$ cat src/rtl/readback_pkg.sv
// -----------------------------------------------------------------------------
// readback_pkg
//   Shared types and constants for the read-back verifier.
//   - rb_state_t : verifier FSM states (IDLE, CHECK, DONE)
//   - ERR_W      : width of the saturating mismatch counter
// -----------------------------------------------------------------------------
package readback_pkg;

  typedef enum logic [1:0] {
    IDLE  = 2'd0,
    CHECK = 2'd1,
    DONE  = 2'd2
  } rb_state_t;

  localparam int ERR_W = 16;

endpackage

$ cat src/rtl/rb_expect_gen.sv
// -----------------------------------------------------------------------------
// rb_expect_gen
//   Produces the expected word for the next accepted read-back word.
//   The value is SEED after a load and grows by STEP on every advance, so
//   expected[i] = SEED + i*STEP (mod 2^DW) is formed without a multiplier.
// Ports
//   clk      in   1    rising-edge clock
//   rst      in   1    synchronous active-high reset (clears the accumulator)
//   load     in   1    reload SEED (start of a run)
//   advance  in   1    a word was accepted, step to the next expected value
//   expected out  DW   expected value of the current word
// -----------------------------------------------------------------------------
module rb_expect_gen #(
  parameter int          DW   = 16,
  parameter int unsigned SEED = 0,
  parameter int unsigned STEP = 1
) (
  input  logic          clk,
  input  logic          rst,
  input  logic          load,
  input  logic          advance,
  output logic [DW-1:0] expected
);

  localparam logic [DW-1:0] SEED_W = DW'(SEED);
  localparam logic [DW-1:0] STEP_W = DW'(STEP);

  // Accumulator: load wins over advance so a start in the same cycle as a
  // stray accept still begins the run at SEED.
  always_ff @(posedge clk) begin
    if (rst) begin
      expected <= '0;
    end else if (load) begin
      expected <= SEED_W;
    end else if (advance) begin
      expected <= expected + STEP_W;
    end
  end

endmodule

$ cat src/rtl/readback_verifier.sv
// -----------------------------------------------------------------------------
// readback_verifier
//   Consumes the memory-copy read-back stream, compares every word with the
//   arithmetic pattern SEED + i*STEP, counts words and mismatches, captures
//   the first failure and reports a one-shot verdict.
//
// Optional feature macro: READBACK_CHKSUM_EN
//   When defined, the chksum port exists and accumulates every accepted word
//   (mod 2^16, mismatches included), cleared on start.
//
// Ports
//   clk            in   1      rising-edge clock
//   rst            in   1      synchronous active-high reset
//   start          in   1      pulse: clear results and begin a run
//   in_valid       in   1      in_data carries a word this cycle
//   in_data        in   DW     read-back word
//   in_last        in   1      final word marker, qualified by in_valid
//   busy           out  1      high while checking
//   done           out  1      one-cycle verdict strobe
//   pass           out  1      full run, no mismatch, no timeout
//   short_run      out  1      in_last arrived before word DEPTH-1
//   timeout        out  1      run aborted by the idle timer
//   word_cnt       out  CW     words accepted this run
//   err_cnt        out  ERR_W  mismatches (saturating)
//   first_err_idx  out  CW     index of the first mismatch
//   first_err_data out  DW     received word at the first mismatch
//   chksum         out  16     sum of accepted words (READBACK_CHKSUM_EN only)
// -----------------------------------------------------------------------------
module readback_verifier
  import readback_pkg::*;
#(
  parameter int          DW      = 16,
  parameter int          DEPTH   = 16,
  parameter int unsigned SEED    = 0,
  parameter int unsigned STEP    = 1,
  parameter int          TIMEOUT = 32,
  localparam int         CW      = $clog2(DEPTH) + 1
) (
  input  logic             clk,
  input  logic             rst,
  input  logic             start,
  input  logic             in_valid,
  input  logic [DW-1:0]    in_data,
  input  logic             in_last,
  output logic             busy,
  output logic             done,
  output logic             pass,
  output logic             short_run,
  output logic             timeout,
  output logic [CW-1:0]    word_cnt,
  output logic [ERR_W-1:0] err_cnt,
  output logic [CW-1:0]    first_err_idx,
  output logic [DW-1:0]    first_err_data
`ifdef READBACK_CHKSUM_EN
  ,
  output logic [15:0]      chksum
`endif
);

  localparam int TW = $clog2(TIMEOUT);

  rb_state_t      state;
  rb_state_t      next_state;
  logic [TW-1:0]  idle_cnt;
  logic [DW-1:0]  expected;
  logic           accept;
  logic           mismatch;
  logic           end_count;
  logic           end_last;
  logic           end_idle;
  logic           finish;

  // start always wins, so a word presented in the start cycle is never taken.
  assign accept    = (state == CHECK) && in_valid && !start;
  assign mismatch  = accept && (in_data != expected);
  assign end_count = accept && (word_cnt == CW'(DEPTH - 1));
  assign end_last  = accept && in_last;
  // The idle counter holds the number of idle cycles already seen, so the
  // TIMEOUT-th consecutive idle cycle is the one where it reads TIMEOUT-1.
  assign end_idle  = (state == CHECK) && !in_valid && !start &&
                     (idle_cnt == TW'(TIMEOUT - 1));
  assign finish    = end_count || end_last || end_idle;

  rb_expect_gen #(
    .DW   (DW),
    .SEED (SEED),
    .STEP (STEP)
  ) u_expect (
    .clk      (clk),
    .rst      (rst),
    .load     (start),
    .advance  (accept),
    .expected (expected)
  );

  // State register.
  always_ff @(posedge clk) begin
    if (rst) begin
      state <= IDLE;
    end else begin
      state <= next_state;
    end
  end

  // Next-state logic: start restarts from any state; a run ends on the last
  // expected word, an in_last marker, or the idle timer.
  always_comb begin
    next_state = state;
    if (start) begin
      next_state = CHECK;
    end else begin
      case (state)
        CHECK:   if (finish) next_state = DONE;
        default: next_state = state;
      endcase
    end
  end

  // Counters, first-failure capture, idle timer and verdict flags. Verdict
  // flags are formed from this cycle's word so they are valid together with
  // the done strobe and then hold until the next start.
  always_ff @(posedge clk) begin
    if (rst) begin
      busy           <= 1'b0;
      done           <= 1'b0;
      pass           <= 1'b0;
      short_run      <= 1'b0;
      timeout        <= 1'b0;
      word_cnt       <= '0;
      err_cnt        <= '0;
      first_err_idx  <= '0;
      first_err_data <= '0;
      idle_cnt       <= '0;
    end else begin
      busy <= (next_state == CHECK);
      done <= finish;
      if (start) begin
        pass           <= 1'b0;
        short_run      <= 1'b0;
        timeout        <= 1'b0;
        word_cnt       <= '0;
        err_cnt        <= '0;
        first_err_idx  <= '0;
        first_err_data <= '0;
        idle_cnt       <= '0;
      end else begin
        if (accept) begin
          word_cnt <= word_cnt + 1'b1;
          idle_cnt <= '0;
          if (mismatch) begin
            // err_cnt never wraps, so zero means no earlier mismatch.
            if (err_cnt == '0) begin
              first_err_idx  <= word_cnt;
              first_err_data <= in_data;
            end
            if (err_cnt != {ERR_W{1'b1}}) begin
              err_cnt <= err_cnt + 1'b1;
            end
          end
        end else if (state == CHECK) begin
          idle_cnt <= idle_cnt + 1'b1;
        end
        if (finish) begin
          pass      <= end_count && !mismatch && (err_cnt == '0);
          short_run <= end_last && !end_count;
          timeout   <= end_idle;
        end
      end
    end
  end

`ifdef READBACK_CHKSUM_EN
  // Running sum of every accepted word, mismatching ones included.
  always_ff @(posedge clk) begin
    if (rst) begin
      chksum <= '0;
    end else if (start) begin
      chksum <= '0;
    end else if (accept) begin
      chksum <= chksum + 16'(in_data);
    end
  end
`endif

endmodule

$ cat config.mk
export PLATFORM = sky130hd
export DESIGN_NAME = readback_verifier
export DESIGN_NICKNAME = d
export VERILOG_FILES = /design/src/rtl/readback_pkg.sv /design/src/rtl/rb_expect_gen.sv /design/src/rtl/readback_verifier.sv
export SDC_FILE = /design/constraint.sdc
export NUM_CORES = 1
export LEC_CHECK = 0
export CORE_UTILIZATION = 55
export CTS_CLUSTER_DIAMETER = 30
export DETAILED_ROUTE_END_ITERATION = 6
export HOLD_SLACK_MARGIN = 0.08
export PLACE_DENSITY = 0.84
export SLEW_MARGIN = 20
export SYNTH_ARGS = -nofsm -noshare
export SYNTH_HDL_FRONTEND = slang
export SYNTH_HIERARCHICAL = 1
export SYNTH_SLANG_ARGS = --single-unit
$ cat constraint.sdc
create_clock -name clk -period 4.87 [get_ports clk]
set_clock_uncertainty 0.15 [all_clocks]
set_input_delay 0.974 -clock clk [delete_from_list [all_inputs] [get_ports clk]]
set_output_delay 0.974 -clock clk [all_outputs]
set_load 0.1 [all_outputs]
==> results of run 1 <==
registers in the layout (all words and copies together) (netlist names):
signal,flops
pass,1
first_err_data,16
word_cnt,5
short_run,1
err_cnt,16
u_expect/expected,16
timeout,1
done,1
idle_cnt,5
first_err_idx,5
state,2
busy,1
cells by family after synthesis:
kind of cell	after synthesis	synth area share, %
simple gates	153	26.7
compound gates	106	17.4
flops	70	41.1
buf+inv	32	4.51
xor+xnor	22	5.65
mux	7	2.06
fa+ha+maj	7	2.57
Yosys cell counts, types with 2 or more instances:
cell / number
a211oi_1: 2
a21oi_1: 50
a31oi_1: 2
and2_1: 3
and3_1: 4
and4_1: 3
and4_4: 2
buf_2: 7
buf_4: 2
buf_6: 2
clkbuf_1: 12
clkbuf_2: 2
dfxtp_1: 70
ha_1: 7
inv_1: 4
inv_2: 2
mux2i_1: 7
nand2_1: 23
nand3_1: 33
nand3_2: 2
nand3b_1: 2
nand4_1: 13
nor2_1: 18
nor3_1: 6
nor4_1: 7
nor4_2: 4
o211ai_1: 3
o21a_1: 3
o21ai_0: 25
o21ai_1: 6
o31ai_1: 12
or2_2: 3
or3_1: 9
or4_1: 14
xnor2_1: 2
xor2_1: 20
final cells by class:
class                      count  area (um2)
fill                         476        1630
tap                           75        93.8
clock inverter                 6         109
clock buffer                  10         138
multi-input combinational    295        1860
sequential                    70        1400
timing repair buffer          71         701
inverter                       6        22.5
power by group through the flow:
| stage | logic [mW] | registers [mW] | clock network [mW] |
|---|---|---|---|
| after floorplan | 0.0358 | 0.613 | 0 |
| after global placement | 0.0904 | 0.593 | 0 |
| after detailed placement | 0.0916 | 0.593 | 0 |
| after CTS | 0.0923 | 0.579 | 0.583 |
| after global routing | 0.0985 | 0.580 | 0.608 |
| final | 0.0926 | 0.580 | 0.579 |
tightest hold or removal path: stages, from the launching register on:
cell     delay [ns]
dfxtp_1        0.32
nand2_1        0.05
a21oi_1        0.05
worst paths after layout:
kind	slack [ns]	endpoint	startpoint	depth (start not counted)
worst min register to register	0.31	timeout	timeout	2
worst max register to register	2.42	u_expect/expected[9]	state[0]	5
worst min-delay path	0.31	timeout	timeout	2
worst max-delay path	1.51	u_expect/expected[9]	in_valid	6
stage by stage:
step	area (um2)	instances
after floorplan	3410	397
after global placement	4080	517
after detailed placement	4080	517
after CTS	4320	533
after global routing	4320	533
final	4320	533
routing by layer:
layer | GRT usage (%) | share of wire, % | up-vias
met1 | 35.6 | 44 | 1580
met5 | 0 | 0 | -
met4 | 12.0 | 2.4 | 0
met2 | 47.5 | 50 | 98
li1 | - | - | 1586
met3 | 5.57 | 4.2 | 18
==> results.py, run 1 <==
metrics = {
    "layout": {
        "final_common_cell": "dfxtp_1",
        "areaGrowthSynthToFinish_pct": 26.8,
        "final_cell_mix": "dfxtp_1 (70), clkdlybuf4s50_1 (67), a21oi_1 (50), nand3_1 (33), o21ai_0 (25)",
        "diodes": 0,
        "final_layout_size_suffix_gt1_share_pct": 8.30,
        "fin_nets": 481,
        "final_core_util_pct": 72.6,
    },
    "synthesis": {
        "synth_nets": 425,
        "netlist_instances": 397,
        "synth_ff_type": "dfxtp_1",
        "synth_top_area_cell": "dfxtp_1",
        "synth_top_area_share_pct": 41.1,
        "synth.area.top_cells": "dfxtp_1 (41%), a21oi_1 (7.3%), xor2_1 (5.1%)",
        "synth_area_um2": 3410,
        "ys_warn_count": 6,
        "ys_ff_latch": 70,
        "yosysUniqueCellTypes": 47,
        "async_flop_share_pct": 0,
        "avgSynthCellArea_um2": 8.59,
        "synth_edf_count": 0,
        "ys_seq_area_share_pct": 41.1,
    },
    "die": {
        "die_w_um": 80.7,
        "dieHeight_um": 80.7,
        "start_util_pct": 57.2,
        "core-area_um2": 5960,
        "dieArea_um2": 6520,
        "num_rows": 28,
        "ios": 68,
    },
    "drt": {
        "firstDrtPassIters": 4,
        "antenna_left": 0,
        "drtIter0Drc": 248,
        "drc_errors": 0,
        "wire_per_inst_um": 16.5,
        "wirelength_um": 8820,
        "vias": 3282,
        "vias_per_cell": 6.16,
    },
    "setup_path": {
        "cpMaxStageDelayCell": "clkdlybuf4s50_1",
        "cp.arrival_ns": 3.48,
        "critPathCaptureType": "flip-flop",
        "cp.required_ns": 4.99,
        "crit_chain": "clkdlybuf4s50_1, nand4bb_4, inv_2, nand4_1, or4_1, a21oi_1",
        "start_kind": "primary input",
        "path_buf_inv": 2,
        "critPathTopFamily": "simple AND/OR/NAND/NOR gates",
        "slowest_delay_ns": 0.68,
        "critical_path_class": "primary input to flip-flop",
        "cp_max_fo": 17,
    },
    "global_route": {
        "grt_usage_pct": 28.4,
        "grt_max_degree": 50,
        "antenna_found_initial": 0,
        "first_global_vias": 2970,
        "grt_first_pass_wirelength_um": 14200,
        "overflow": 0,
    },
    "power_and_ir_drop": {
        "p_int_mw": 0.963,
        "p_per_area_nw_per_um2": 289,
        "seqPwrFrac_pct": 46.3,
        "finalPower_mw": 1.25,
        "switching_power_mw": 0.288,
        "netSwitchingFraction_pct": 23.0,
        "p_comb_share_pct": 7.4,
        "p_clk_share_pct": 46.3,
        "vdd_ir_drop_max_mv": 0.187,
        "leakagePower_nw": 1.41,
    },
    "timing": {
        "rsz0062_at_grt": "no",
        "relSlewSlack_pct": 31.7,
        "period_needed_ns": 3.36,
        "finalWorstSetupSlack_ns": 1.51,
        "tightestPinTransition_ns": 1.02,
        "finalMaxSlewViolations": 0,
        "fin_worst_hold_slack_ns": 0.311,
        "fmax_mhz": 298,
        "finalSetupTns_ns": 0,
        "setup_viol": 0,
        "fin_crit_sh_pct": 69.0,
        "hold_viol_final": 0,
    },
    "status": {
        "status": "finished clean",
    },
    "placed_design": {
        "dpl.hpwl_um": 5920,
        "dp_slack_ns": 1.30,
        "gp_congestion": 0.890,
        "portBuffers": 67,
    },
    "cts": {
        "clockBufferDepth": 2,
        "numCtsBuffers": 9,
        "ctsResizeCount": 0,
        "cts_root_buffer": "clkbuf_8",
        "path_clk_slew_ns": 0.08,
        "cts_setup_buffers": 0,
        "h-tree-depth": 3,
        "cts_tree": "built",
        "clk_latency_ns": 0.34,
        "cts.sinks": 70,
        "hold_buffers": 0,
    },
    "min_path": {
        "hold_class": "flip-flop to flip-flop",
    },
    "run": {
        "drv_cap": 0,
    },
}
Note: power is estimated with default switching activity, not from simulation.
==> run 2, diff against run 1 <==
--- a/config.mk
+++ b/config.mk
@@ -5,11 +5,11 @@
 export SDC_FILE = /design/constraint.sdc
 export NUM_CORES = 1
 export LEC_CHECK = 0
-export CORE_UTILIZATION = 55
+export CORE_UTILIZATION = 51
 export CTS_CLUSTER_DIAMETER = 30
 export DETAILED_ROUTE_END_ITERATION = 6
 export HOLD_SLACK_MARGIN = 0.08
-export PLACE_DENSITY = 0.84
+export PLACE_DENSITY = 0.79
 export SLEW_MARGIN = 20
 export SYNTH_ARGS = -nofsm -noshare
 export SYNTH_HDL_FRONTEND = slang
==> constraint.sdc (replaced) <==
create_clock -name clk -period 3.2 [get_ports clk]
set_clock_uncertainty 0.15 [all_clocks]
set_input_delay 0.64 -clock clk [delete_from_list [all_inputs] [get_ports clk]]
set_output_delay 0.64 -clock clk [all_outputs]
set_load 0.1 [all_outputs]
==> results.py, run 2 (synthesis results as in run 1) <==
metrics = {
    "status": {
        "status": "finished clean",
    },
    "global_route": {
        "grt_max_degree": 33,
        "grt_first_pass_wirelength_um": 15000,
        "overflow": 0,
        "antenna_found_initial": 0,
        "first_global_vias": 3107,
        "grt_usage_pct": 26.5,
    },
    "timing": {
        "relSlewSlack_pct": 53.3,
        "setup_viol": 0,
        "fin_crit_sh_pct": 79.6,
        "rsz0062_at_grt": "no",
        "finalWorstSetupSlack_ns": 0.653,
        "fin_worst_hold_slack_ns": 0.315,
        "finalSetupTns_ns": 0,
        "tightestPinTransition_ns": 0.701,
        "period_needed_ns": 2.55,
        "hold_viol_final": 0,
        "finalMaxSlewViolations": 0,
        "fmax_mhz": 393,
    },
    "setup_path": {
        "ff2ff_path_depth": 6,
        "cp_max_fo": 11,
        "cp.arrival_ns": 2.68,
        "ff2ff_setup_slack_ns": 1.02,
        "cp.required_ns": 3.34,
        "critical_path_class": "primary input to flip-flop",
        "reg2reg_from": "u_expect/expected[0]",
        "reg2reg_to": "err_cnt[2]",
        "critPathCaptureType": "flip-flop",
        "start_kind": "primary input",
    },
    "drt": {
        "vias_per_cell": 6.05,
        "vias": 3272,
        "firstDrtPassIters": 4,
        "wirelength_um": 8960,
        "wire_per_inst_um": 16.6,
        "drtIter0Drc": 169,
        "antenna_left": 0,
        "drc_errors": 0,
    },
    "min_path": {
        "hold_class": "flip-flop to flip-flop",
        "hp-start": "pass",
        "hold_end": "pass",
        "min_path_cells": 2,
    },
    "layout": {
        "final_layout_size_suffix_gt1_share_pct": 19.6,
        "largest_registers": "err_cnt x16, first_err_data x16, u_expect/expected x16",
        "areaGrowthSynthToFinish_pct": 23.3,
        "diodes": 0,
        "final_cells": 541,
        "final_common_cell": "dfxtp_1",
        "final_core_util_pct": 65.8,
        "fin_nets": 490,
        "fin_area_um2": 4200,
        "final_cell_mix": "dfxtp_1 (70), buf_4 (59), a21oi_1 (50), nand3_1 (33), o21ai_0 (25)",
    },
    "placed_design": {
        "gp_congestion": 0.857,
        "place_inst": 528,
        "dpl.hpwl_um": 6290,
        "dp_slack_ns": 0.362,
        "portBuffers": 67,
        "placed_cell_area_um2": 4040,
    },
    "die": {
        "num_rows": 29,
        "start_util_pct": 53.4,
        "dieHeight_um": 83.8,
        "core-area_um2": 6390,
        "die_w_um": 83.8,
        "ios": 68,
        "dieArea_um2": 7010,
    },
    "cts": {
        "cts_tree": "built",
        "ctsResizeCount": 0,
        "cts.sinks": 70,
        "path_clk_slew_ns": 0.07,
        "cts_setup_buffers": 0,
        "clk_latency_ns": 0.34,
        "hold_buffers": 0,
        "h-tree-depth": 3,
        "cts_root_buffer": "clkbuf_8",
        "numCtsBuffers": 9,
        "clockBufferDepth": 2,
    },
    "power_and_ir_drop": {
        "seqPwrFrac_pct": 53.6,
        "p_per_area_nw_per_um2": 392,
        "netSwitchingFraction_pct": 24.9,
        "finalPower_mw": 1.65,
        "p_clk_share_pct": 37.7,
        "p_int_mw": 1.24,
        "vdd_ir_drop_max_mv": 0.270,
        "switching_power_mw": 0.409,
        "p_comb_share_pct": 8.7,
        "leakagePower_nw": 1.51,
    },
    "run": {
        "drv_cap": 0,
    },
}
## run 2: cell type report
cell class	count	area, um2
Timing Repair Buffer	80	663
Inverter	6	22.5
Sequential cell	70	1400
Fill cell	553	2180
Clock inverter	2	10.0
Tap cell	77	96.3
Clock buffer	11	151
Multi-Input combinational cell	295	1860
## run 2: how the worst max path moves through the flow
stage                    start  slack (ns)           to  cells past startpoint
floorplan           err_cnt[1]        0.63  err_cnt[14]                      6
global placement    in_data[1]        0.40   err_cnt[2]                      7
detailed placement  in_data[1]        0.36   err_cnt[0]                      7
CTS                 in_data[0]        0.68   err_cnt[2]                      7
global route        in_data[1]        0.52   err_cnt[2]                      7
finish              in_data[0]        0.65   err_cnt[2]                      7
## run 2: critical path: stages
cell,delay (ns)
clkdlybuf4s50_1,0.44
xor2_1,0.18
nor4_1,0.50
nand4_1,0.35
buf_4,0.29
a31oi_1,0.17
a41o_1,0.11
## run 2: layer usage
layer | wire length, um | vias to the layer above | global-route usage [%]
met3 | 369 | 13 | 4.55
met2 | 4600 | 93 | 44.9
li1 | - | 1600 | -
met5 | 0 | - | 0
met4 | 150 | 0 | 11.9
met1 | 3840 | 1566 | 33.0
## run 2: power groups by stage
stage                     Sequential, mW  Combinational, mW  Clock (mW)
after floorplan                    0.933             0.0545           0
after global placement             0.902              0.142           0
after detailed placement           0.902              0.143           0
after CTS                          0.882              0.144       0.632
after global routing               0.882              0.153       0.672
final                              0.882              0.144       0.621
==> run 3, diff against run 2 <==
--- a/config.mk
+++ b/config.mk
@@ -5,11 +5,11 @@
 export SDC_FILE = /design/constraint.sdc
 export NUM_CORES = 1
 export LEC_CHECK = 0
-export CORE_UTILIZATION = 51
+export CORE_UTILIZATION = 47
 export CTS_CLUSTER_DIAMETER = 30
 export DETAILED_ROUTE_END_ITERATION = 6
 export HOLD_SLACK_MARGIN = 0.08
-export PLACE_DENSITY = 0.79
+export PLACE_DENSITY = 0.77
 export SLEW_MARGIN = 20
 export SYNTH_ARGS = -nofsm -noshare
 export SYNTH_HDL_FRONTEND = slang
==> constraint.sdc (replaced) <==
create_clock -name clk -period 2.2 [get_ports clk]
set_clock_uncertainty 0.15 [all_clocks]
set_input_delay 0.44 -clock clk [delete_from_list [all_inputs] [get_ports clk]]
set_output_delay 0.44 -clock clk [all_outputs]
set_load 0.1 [all_outputs]
==> results.py, run 3 (synthesis results as in run 1) <==
metrics = {
    "status": {
        "status": "finished clean",
    },
    "die": {
        "num_rows": 30,
        "start_util_pct": 49.3,
        "ios": 68,
        "die_w_um": 87.2,
        "dieArea_um2": 7600,
        "dieHeight_um": 87.2,
        "core-area_um2": 6910,
    },
    "power_and_ir_drop": {
        "seqPwrFrac_pct": 52.6,
        "switching_power_mw": 0.592,
        "p_per_area_nw_per_um2": 531,
        "leakagePower_nw": 1.77,
        "vdd_ir_drop_max_mv": 0.432,
        "p_comb_share_pct": 9.2,
        "p_int_mw": 1.85,
        "netSwitchingFraction_pct": 24.3,
        "p_clk_share_pct": 38.2,
    },
    "cts": {
        "path_clk_slew_ns": 0.07,
        "numCtsBuffers": 9,
        "clk_latency_ns": 0.35,
        "cts.sinks": 70,
        "cts_root_buffer": "clkbuf_8",
        "h-tree-depth": 3,
        "hold_buffers": 0,
        "cts_tree": "built",
        "clockBufferDepth": 2,
    },
    "run": {
        "drv_cap": 0,
    },
    "drt": {
        "vias_per_cell": 5.75,
        "wl_met1_um": 4070,
        "wl_met3_um": 454,
        "drc_errors": 0,
        "wl_met2_um": 4710,
        "highest_layer": "met4",
        "wirelength_um": 9320,
        "wire_per_inst_um": 15.8,
        "vias": 3384,
        "antenna_left": 0,
        "firstDrtPassIters": 4,
        "drtIter0Drc": 202,
    },
    "layout": {
        "final_common_cell": "buf_4",
        "final_layout_size_suffix_gt1_share_pct": 30.0,
        "fin_nets": 518,
        "final_cell_mix": "buf_4 (84), dfxtp_1 (52), a21oi_1 (46), nand3_1 (33)",
        "areaGrowthSynthToFinish_pct": 34.6,
        "diodes": 0,
        "largest_registers": "err_cnt x16, first_err_data x16, u_expect/expected x16",
    },
    "timing": {
        "finalWorstSetupSlack_ns": 0.0272,
        "fmax_mhz": 460,
        "tightestPinTransition_ns": 0.478,
        "fin_crit_sh_pct": 98.8,
        "relSlewSlack_pct": 68.1,
        "finalMaxSlewViolations": 0,
        "hold_viol_final": 0,
        "fin_worst_hold_slack_ns": 0.266,
        "period_needed_ns": 2.17,
        "setup_viol": 0,
    },
    "setup_path": {
        "cp_max_fo": 5,
        "cp.required_ns": 2.34,
        "crit_chain": "clkdlybuf4s50_1, nand4bb_4, inv_4, nand4_1, buf_4, buf_4, or3_1, a21oi_2",
        "critical_path_class": "primary input to flip-flop",
        "path_common_cell": "buf_4",
        "path_buf_inv": 4,
        "critPathCaptureType": "flip-flop",
        "slowest_delay_ns": 0.53,
        "critPathTopFamily": "buffers and inverters",
        "cpMaxStageDelayCell": "clkdlybuf4s50_1",
        "cp.arrival_ns": 2.31,
        "start_kind": "primary input",
    },
    "global_route": {
        "grt_max_degree": 43,
        "first_global_vias": 3113,
        "grt_first_pass_wirelength_um": 14900,
        "overflow": 0,
        "grt_usage_pct": 25.5,
        "antenna_found_initial": 0,
    },
    "placed_design": {
        "dpl.hpwl_um": 6680,
        "gp_congestion": 0.840,
        "portBuffers": 67,
        "dp_slack_ns": -0.382,
    },
    "min_path": {
        "hold_class": "primary input to flip-flop",
    },
}
-- run 3: cell types whose count changed in the layout (fill, tap and decap cells not counted), moves of 8 or more --
cell             previous run  this run
clkdlybuf4s50_1            20        12
buf_4                      59        84
dfxtp_1                    70        52
dfxtp_2                     0        16
dlymetal6s2s_1              0         8
-- run 3: repair_timing --
action,in CTS,in global routing
gates resized for setup,0,25
setup buffers,2,1
pin swaps,0,11
endpoints found under the setup margin,1,45
endpoints found under the hold margin,0,0
-- run 3: path summary, 6_finish.rpt --
| path | from | endpoint | slack [ns] | cells past startpoint |
|---|---|---|---|---|
| hold / removal | in_data[1] | first_err_data[1] | 0.27 | 3 |
| setup reg to reg | idle_cnt[1] | busy | 0.14 | 7 |
| hold reg to reg | idle_cnt[4] | idle_cnt[4] | 0.31 | 2 |
| setup / recovery | in_valid | u_expect/expected[5] | 0.03 | 8 |
-- run 3: worst register-to-register path, delay by kind of cell (launching register included) --
kind / cells / cell delay [ns]
compound gates: 1 / 0.16
fa+ha+maj: 2 / 0.35
simple gates: 4 / 0.91
flops: 1 / 0.37
-- run 3: layout make-up --
type / instances / area (um2)
clock buffers: 13 / 169
clock inverters: 1 / 5.00
fillers: 595 / 2320
inverters: 6 / 25.0
multi-input cells: 295 / 1920
flip-flops and latches: 70 / 1430
well taps: 96 / 120
repair buffers: 108 / 922
-- run 3: stage by stage --
| step | cells | utilization [%] | total power, mW | instance area, um2 | setup TNS, ns |
|---|---|---|---|---|---|
| CTS | 588 | 65.1 | 2.46 | 4490 | 0 |
| global route | 589 | 66.4 | 2.53 | 4590 | -0.0830 |
| detailed placement | 572 | 62.3 | 1.53 | 4300 | -14.34 |
| global placement | 572 | 62.3 | 1.53 | 4300 | -14.42 |
| floorplan | 397 | - | 1.43 | 3430 | 0 |
| finish | 589 | 66.4 | 2.44 | 4590 | 0 |
-- run 3: power groups by stage --
stage	Sequential, mW	Clock, mW	Combinational [mW]
floorplan	1.36	0	0.0792
global placement	1.31	0	0.217
detailed placement	1.31	0	0.220
CTS	1.28	0.954	0.222
global route	1.28	1.01	0.238
finish	1.28	0.931	0.224
-- run 3: per-layer routing --
metal	GRT usage, %	up-vias
met2	42.3	88
met4	6.11	0
met3	6.64	10
li1	-	1657
met1	33.1	1629
met5	0	-
